**src/rtl/pipeline_pkg.sv**
```systemverilog
// Shared types and constants for the pipeline_v0r1 stage and its skid buffer.
package pipeline_pkg;

    typedef enum logic {EMPTY = 1'b0, FULL = 1'b1} skid_state_t;

    localparam int STATS_BEAT_BITS = 32;
    localparam int STATS_PKT_BITS  = 16;

endpackage

```
**src/rtl/pipeline_skid.sv**
```systemverilog
// Registered-ready skid buffer with an opaque payload: ready is a flop, valid/data
// pass through combinationally while empty.
module pipeline_skid
    import pipeline_pkg::*;
#(
    parameter int W = 9
) (
    input  logic         clock,
    input  logic         reset_n,
    input  logic [W-1:0] i_data,
    input  logic         i_valid,
    output logic         o_ready,
    output logic [W-1:0] o_data,
    output logic         o_valid,
    input  logic         i_ready
);

    skid_state_t  r_state;
    logic         r_ready;
    logic [W-1:0] r_data;
    logic         w_in_fire;

    assign w_in_fire = i_valid & r_ready;

    // r_ready mirrors the state as its own flop so o_ready has no logic in front of it.
    always_ff @(posedge clock or negedge reset_n) begin
        if (!reset_n) begin
            r_state <= EMPTY;
            r_ready <= 1'b1;
            r_data  <= '0;
        end else begin
            case (r_state)
                EMPTY: begin
                    if (w_in_fire && !i_ready) begin
                        r_state <= FULL;
                        r_ready <= 1'b0;
                        r_data  <= i_data;
                    end
                end
                FULL: begin
                    if (i_ready) begin
                        r_state <= EMPTY;
                        r_ready <= 1'b1;
                    end
                end
                default: begin
                    r_state <= EMPTY;
                    r_ready <= 1'b1;
                end
            endcase
        end
    end

    assign o_ready = r_ready;
    assign o_valid = (r_state == FULL) | i_valid;
    assign o_data  = (r_state == FULL) ? r_data : i_data;

endmodule

```
**src/rtl/pipeline_v0r1.sv**
```systemverilog
// Registered-ready pipeline stage emitting the running prefix sum of each packet.
// Optional beat/packet/stall counters are enabled by defining PIPELINE_V0R1_STATS_EN.
module pipeline_v0r1
    import pipeline_pkg::*;
#(
    parameter int VALUE_BITS = 8,
    parameter int STATE_BITS = 8
) (
    input  logic                  clock,
    input  logic                  reset_n,
    input  logic [VALUE_BITS-1:0] i_value,
    input  logic                  i_last,
    input  logic                  i_valid,
    output logic                  o_ready,
    output logic [VALUE_BITS-1:0] o_value,
    output logic                  o_last,
    output logic                  o_valid,
    input  logic                  i_ready
`ifdef PIPELINE_V0R1_STATS_EN
    ,
    output logic [STATS_BEAT_BITS-1:0] o_beats,
    output logic [STATS_PKT_BITS-1:0]  o_packets,
    output logic [STATS_BEAT_BITS-1:0] o_stalls
`endif
);

    if (STATE_BITS < VALUE_BITS) begin : g_width_check
        $error("pipeline_v0r1: STATE_BITS must be >= VALUE_BITS");
    end

    typedef struct packed {
        logic [VALUE_BITS-1:0] value;
        logic                  last;
    } beat_t;

    logic [STATE_BITS-1:0] r_acc;
    logic [STATE_BITS-1:0] w_sum;
    logic                  w_in_fire;
    beat_t                 w_in_beat;
    beat_t                 w_out_beat;

    assign w_sum           = r_acc + STATE_BITS'(i_value);
    assign w_in_beat.value = w_sum[VALUE_BITS-1:0];
    assign w_in_beat.last  = i_last;
    assign w_in_fire       = i_valid & o_ready;

    // A last beat clears the sum so the next beat opens a fresh packet.
    always_ff @(posedge clock or negedge reset_n) begin
        if (!reset_n) begin
            r_acc <= '0;
        end else if (w_in_fire) begin
            r_acc <= i_last ? '0 : w_sum;
        end
    end

    pipeline_skid #(
        .W($bits(beat_t))
    ) u_skid (
        .clock   (clock),
        .reset_n (reset_n),
        .i_data  (w_in_beat),
        .i_valid (i_valid),
        .o_ready (o_ready),
        .o_data  (w_out_beat),
        .o_valid (o_valid),
        .i_ready (i_ready)
    );

    assign o_value = w_out_beat.value;
    assign o_last  = w_out_beat.last;

`ifdef PIPELINE_V0R1_STATS_EN
    logic [STATS_BEAT_BITS-1:0] r_beats;
    logic [STATS_PKT_BITS-1:0]  r_packets;
    logic [STATS_BEAT_BITS-1:0] r_stalls;
    logic                       w_out_fire;

    assign w_out_fire = o_valid & i_ready;

    // Counters stick at all-ones rather than wrapping.
    always_ff @(posedge clock or negedge reset_n) begin
        if (!reset_n) begin
            r_beats   <= '0;
            r_packets <= '0;
            r_stalls  <= '0;
        end else begin
            if (w_out_fire && (r_beats != '1))
                r_beats <= r_beats + 1'b1;
            if (w_out_fire && o_last && (r_packets != '1))
                r_packets <= r_packets + 1'b1;
            if (o_valid && !i_ready && (r_stalls != '1))
                r_stalls <= r_stalls + 1'b1;
        end
    end

    assign o_beats   = r_beats;
    assign o_packets = r_packets;
    assign o_stalls  = r_stalls;
`endif

endmodule

```
**config.mk**
```make
export PLATFORM = sky130hd
export DESIGN_NAME = pipeline_v0r1
export DESIGN_NICKNAME = d
export VERILOG_FILES = /design/src/rtl/pipeline_pkg.sv /design/src/rtl/pipeline_skid.sv /design/src/rtl/pipeline_v0r1.sv
export SDC_FILE = /design/constraint.sdc
export NUM_CORES = 1
export LEC_CHECK = 0
export CAP_MARGIN = 5
export CORE_MARGIN = 4
export CORE_UTILIZATION = 35
export CTS_CLUSTER_DIAMETER = 200
export CTS_CLUSTER_SIZE = 14
export DETAILED_ROUTE_END_ITERATION = 7
export PLACE_DENSITY = 0.7
export SYNTH_ARGS = -nofsm -noshare
export SYNTH_HDL_FRONTEND = slang
export SYNTH_HIERARCHICAL = 1
export SYNTH_SLANG_ARGS = --single-unit
```
**constraint.sdc**
```tcl
create_clock -name clock -period 6.8 [get_ports clock]
set_input_delay 1.36 -clock clock [delete_from_list [all_inputs] [get_ports clock]]
set_output_delay 1.36 -clock clock [all_outputs]
set_load 0.02 [all_outputs]
```
Word level (Yosys, flattened, before mapping)
Index checks and enable logic that the tools add are counted.
- flip-flop bits (word level): 19
- input bits: 13
- output and inout bits: 11
- logic and storage cells: 22
- add/subtract/negate cells: 1
- multiplexer cells: 8
- bitwise gates (word level): 3
- reduce and logical (&&, ||, !) cells: 4
- eq/ne operators: 2
- operator list (cell ; count):
    $mux 9 ; 1
    $add 8x8->8 ; 1
    $mux 8 ; 1
    $mux 1 ; 4
    $pmux 1 s2 ; 2
    $reduce_and 2->1 ; 2
    $ne 2x1->1 const B ; 1
    $ne 2x2->1 const B ; 1
    $and 1x1->1 ; 1
    $logic_and 1x1->1 ; 1
    $logic_not 1->1 ; 1
    $not 1->1 ; 1
    $or 1x1->1 ; 1

Depth between registers and ports, before layout
- word-level depth: 4
- depth in mapped cells: 7
- depth with buffers taken out: 7

Hierarchy
Netlist, hierarchy kept.
- modules (own cells, without submodules) (module ; cells an instance ; area each (um^2) ; times used ; seq. area each (um^2)):
    pipeline_v0r1 ; 59 ; 619.3 ; 1 ; 200.2
    pipeline_skid ; 39 ; 538.0 ; 1 ; 276.5

Worst setup path before layout
No wires, ideal clock.
- path kind: input to output
- start: input i_value[0]
- end: output o_value[6]
- setup slack: 2.437 ns
- data required time: 5.440 ns
- arrival: 3.003 ns
- stages: 7
- path buffers: 0
- cell sequence: ha_1 fa_1 a21o_2 a21oi_1 o211ai_1 xor2_1 mux2_2
- word-level cells in the longest chain between the ends: 2
- ends and longest elaborated chain (item ; line ; source):
    from (decl) ; pipeline_v0r1.sv:11 ; input logic [VALUE_BITS-1:0] i_value,
    $add 8x8->8 ; pipeline_v0r1.sv:42 ; assign w_sum = r_acc + STATE_BITS'(i_value);
    via w_sum[6] ; pipeline_v0r1.sv:37 ; logic [STATE_BITS-1:0] w_sum;
    $mux 9 ; pipeline_skid.sv:56 ; assign o_data = (r_state == FULL) ? r_data : i_data;
    to (decl) ; pipeline_v0r1.sv:15 ; output logic [VALUE_BITS-1:0] o_value,
The timed path passes the listed nets, and every way through them passes these cells.

Final worst setup path
Ends and elaborated chain as after synthesis.

==> results_tabular.tex <==
\begin{tabular}{lr}
\hline
Metric & Value \\
\hline
\multicolumn{2}{l}{\textbf{GRT}} \\
Initial antenna violation count & 0 \\
Number of global-route vias before repair & 966 \\
Pin count of the biggest net entering global routing & 20 \\
Overall fraction of global-route tracks in use & 13.23\% \\
Global-route wire length before repair & 4340 um \\
Gr ovfl total & 0 \\
\multicolumn{2}{l}{\textbf{STA}} \\
Final hold violation count & 0 \\
Worst clock skew & 4.036 ps \\
Final max-slew violation count & 0 \\
Least-Margin Pin Slew & 864.3 ps \\
Tightest slew margin relative to the limit & 42.20\% \\
Setup-violating endpoint count in the final report & 0 \\
Final Cycle Share & 78.80\% \\
Fin crit period & 5359 ps \\
Setup Total Neg Slack & 0 ps \\
Highest attainable clock frequency & 186.6 MHz \\
Unrepaired setup endpoints after global routing & no \\
\multicolumn{2}{l}{\textbf{Worst setup path}} \\
Buf/Inv on CP & 2 \\
Worst r2r src & r\_acc[0]\$\_DFFE\_PN0P\_ \\
Data required, critical path & 5440 ps \\
Startpoint kind of the worst setup timing path & primary input \\
R2r endpoint & u\_skid/r\_data[7]\$\_DFFE\_PN0P\_ \\
Most repeated library cell on the critical path & clkdlybuf4s50\_1 \\
Critical Path Max Stage Delay & 590 ps \\
Class of the most critical setup path & primary input to output port \\
Worst EP arrival & 4000 ps \\
Worst-path cell with the longest stage delay & clkdlybuf4s50\_1 \\
Chain of cells forming the critical path & clkdlybuf4s50\_1 > ha\_1 > fa\_1 > a21o\_2 > a21oi\_1 > o211ai\_1 > xor2\_1 > mux2\_2 > clkdlybuf4s50\_1 \\
Sort of element at the end of the critical path & output port \\
Maximum fanout count along the critical path & 3 \\
Worst Reg2Reg Path Length in Cells & 7 \\
Slack of the worst reg-to-reg path & 4640 ps \\
Dominant delay contributor by cell family on the critical path & buffers and inverters \\
\multicolumn{2}{l}{\textbf{Cells and area}} \\
Final antenna diode count & 0 \\
Fill cell instance count of the final layout & 299 \\
Sequential cell area & 476.7 um2 \\
Number of cells in the finished layout apart from fillers & 167 \\
Number of nets in the layout & 145 \\
Footprint of the multi-input gates & 660.6 um2 \\
Synth-to-Final Area Change & 25.51\% \\
Fraction of final layout cells with drive strength greater than 1 & 24.39\% \\
\multicolumn{2}{l}{\textbf{Yosys}} \\
Most numerous cell types in the synthesized netlist & 18 x dfrtp\_1, 18 x mux2\_2, 7 x ha\_1 \\
Ys Warns & 6 \\
Top\_reg\_cell synth & dfrtp\_1 \\
Post-Syn Nets & 119 \\
Count of state elements after synthesis & 19 \\
Async set or reset register ratio after synthesis & 100.0\% \\
Number of synthesized flops with an enable pin & 0 \\
Netlist Area Pre-Place & 1157 um2 \\
Top area cells in the synthesized netlist & dfrtp\_1 39\%, mux2\_2 18\%, ha\_1 7.6\%, a22o\_1 3.8\%, dfstp\_2 2.3\% \\
Count of mapped cells out of synthesis & 98 \\
Distinct cell type count of the synthesized netlist & 31 \\
Synthesized area per cell & 11.81 um2 \\
Post-synth top area share & 38.92\% \\
Yosys top cell by area & dfrtp\_1 \\
Sequential cell area fraction in the yosys report & 41.19\% \\
\multicolumn{2}{l}{\textbf{Power and ir drop}} \\
Combinational group share of total power & 16.6\% \\
Clock power share & 28.1\% \\
Worst voltage drop across the vdd grid & 0.05172 mV \\
Switching power as a share of total power & 24.73\% \\
Sequential share of power & 55.4\% \\
Power density normalized to cell area & 140.4 nW/um2 \\
Standby leakage power & 0.0006598 uW \\
Switching pwr & 50.43 uW \\
Internal power of the cells & 153.5 uW \\
Overall power after layout & 204.0 uW \\
\multicolumn{2}{l}{\textbf{Hold path}} \\
Hold\_sp & r\_acc[0]\$\_DFFE\_PN0P\_ \\
Min-Delay Endpoint & r\_acc[0]\$\_DFFE\_PN0P\_ \\
Type of the tightest min-delay check & register to register \\
Number of cells on the worst hold path & 2 \\
\multicolumn{2}{l}{\textbf{Routing}} \\
Iteration-0 DRC count of the detailed router & 52 \\
Initial DRT Pass Iterations & 4 \\
Routed vias/inst & 5.120 \\
Number of remaining DRC errors & 0 \\
Drt total wl & 2392 um \\
Avg WL per Cell & 14.32 um \\
Total vias in the final route & 855 \\
DRT antenna net count & 0 \\
\multicolumn{2}{l}{\textbf{Floorplan}} \\
Area inside the core boundary & 3103 um2 \\
Die Height & 65.51 um \\
\# rows & 20 \\
Overall die area & 4291 um2 \\
Die extent in x & 65.51 um \\
Initial core utilization & 37.30\% \\
I/O pins & 24 \\
\multicolumn{2}{l}{\textbf{Placed design}} \\
HPWL after detailed placement & 1829 um \\
Gp weighted congestion & 0.8157 \\
Port Buffer Count & 23 \\
Cell count after placement & 163 \\
\multicolumn{2}{l}{\textbf{CTS}} \\
Clock root buffer & clkbuf\_4 \\
Number of buffers added for setup after CTS & 0 \\
Clock latency on the worst-skew pair & 300 ps \\
H-tree levels & 1 \\
TritonCTS Sinks & 19 \\
Clock transition at path regs & 100 ps \\
Cts bufs inserted & 3 \\
Clock Tree Buf Depth & 2 \\
Number of resized instances in the post-cts repair step & 0 \\
TritonCTS clock tree & built \\
Hold Buf Count CTS & 0 \\
\multicolumn{2}{l}{\textbf{Run}} \\
Number of maximum-capacitance constraint violations & 0 \\
\multicolumn{2}{l}{\textbf{Status}} \\
Status & complete, no violations \\
\hline
\end{tabular}
[logic make-up (layout without fill, tap and decap cells)]
kind of cell               count (synthesis)  in the layout  share of synthesized area [%]
AOI/OAI and AO/OA                         23             23                          15.46
buffers and inverters                      3             28                          1.729
xor gates and xnor gates                   6              6                          4.541
DFF                                       19             19                          41.19
adders and majority gates                  8              8                          9.297
muxes                                     18             18                          17.51
and+or+nand+nor                           21             21                          10.27
[through the flow]
stage,utilization [%],area (um2),setup slack [ps],hold WS [ps]
after floorplan,-,1157,2437,452.2
after global placement,45.97,1426,1461,469.5
after detailed placement,45.97,1426,1446,483.4
after CTS,46.81,1453,1433,507.9
after global routing,46.81,1453,1288,544.1
final,46.81,1453,1441,499.3
[worst min-delay path: cells and delay by family, from the launching register on]
kind            cells  cell delay (ps)
flops               1              360
compound gates      1               60
simple gates        1               50
[worst max-delay path by stage]
| stage | start | endpoint | cells after the start |
|---|---|---|---|
| 2_1_floorplan | i_value[0] | o_value[6] | 7 |
| 3_3_place_gp | i_value[0] | o_value[6] | 9 |
| 3_5_place_dp | i_value[0] | o_value[6] | 9 |
| 4_1_cts | i_value[0] | o_value[6] | 9 |
| 5_1_grt | i_value[0] | o_value[6] | 9 |
| 6_report | i_value[0] | o_value[6] | 9 |
[cell usage in the layout (no fill, tap or decap)]
master,count
o31ai_2,1
o21ai_0,3
ha_1,7
o21ai_2,1
clkbuf_4,3
a211oi_2,1
and3b_1,1
a21o_2,1
dfstp_2,1
nor3_1,1
a22oi_2,1
nor3_4,1
nand4_1,1
inv_1,1
dfrtp_1,18
a21oi_1,5
xnor2_1,3
a21o_1,2
or2_2,1
nand2b_1,3
and2b_1,1
clkbuf_1,1
o211ai_1,2
xor2_1,3
nand2b_2,1
mux2_2,18
fa_1,1
clkdlybuf4s50_1,23
a221o_1,1
a22o_1,5
nor2_1,5
nand2_1,6
[routing by layer]
metal	part of all wire, %	global-route usage, %	vias up
li1	-	-	415
met1	41	15.01	414
met2	52	23.89	21
met3	5.2	2.222	5
met4	2.2	6.218	0
met5	0	0	-
[sequential cells by signal (all words and copies together), names as in the netlist]
signal,flops
u_skid/r_data,9
r_acc,8
u_skid/o_ready,1
u_skid/r_state,1
[layout make-up]
cell class,count,area share [%]
multi-input cells,76,45.48
repair buffers,23,15.85
well taps,44,3.790
inverters,1,0.2584
flip-flops and latches,19,32.82
clock buffers,4,1.809
[power groups by stage]
stage	sequential [uW]	combinational, uW	clock (uW)
3_3_place_gp	115	33.5	0
5_1_grt	113	37.0	64.2
2_1_floorplan	115	15.2	0
6_report	113	33.8	57.2
4_1_cts	113	34.2	58.7
3_5_place_dp	115	34.1	0
No activity file was read; power rests on OpenSTA's default activity.
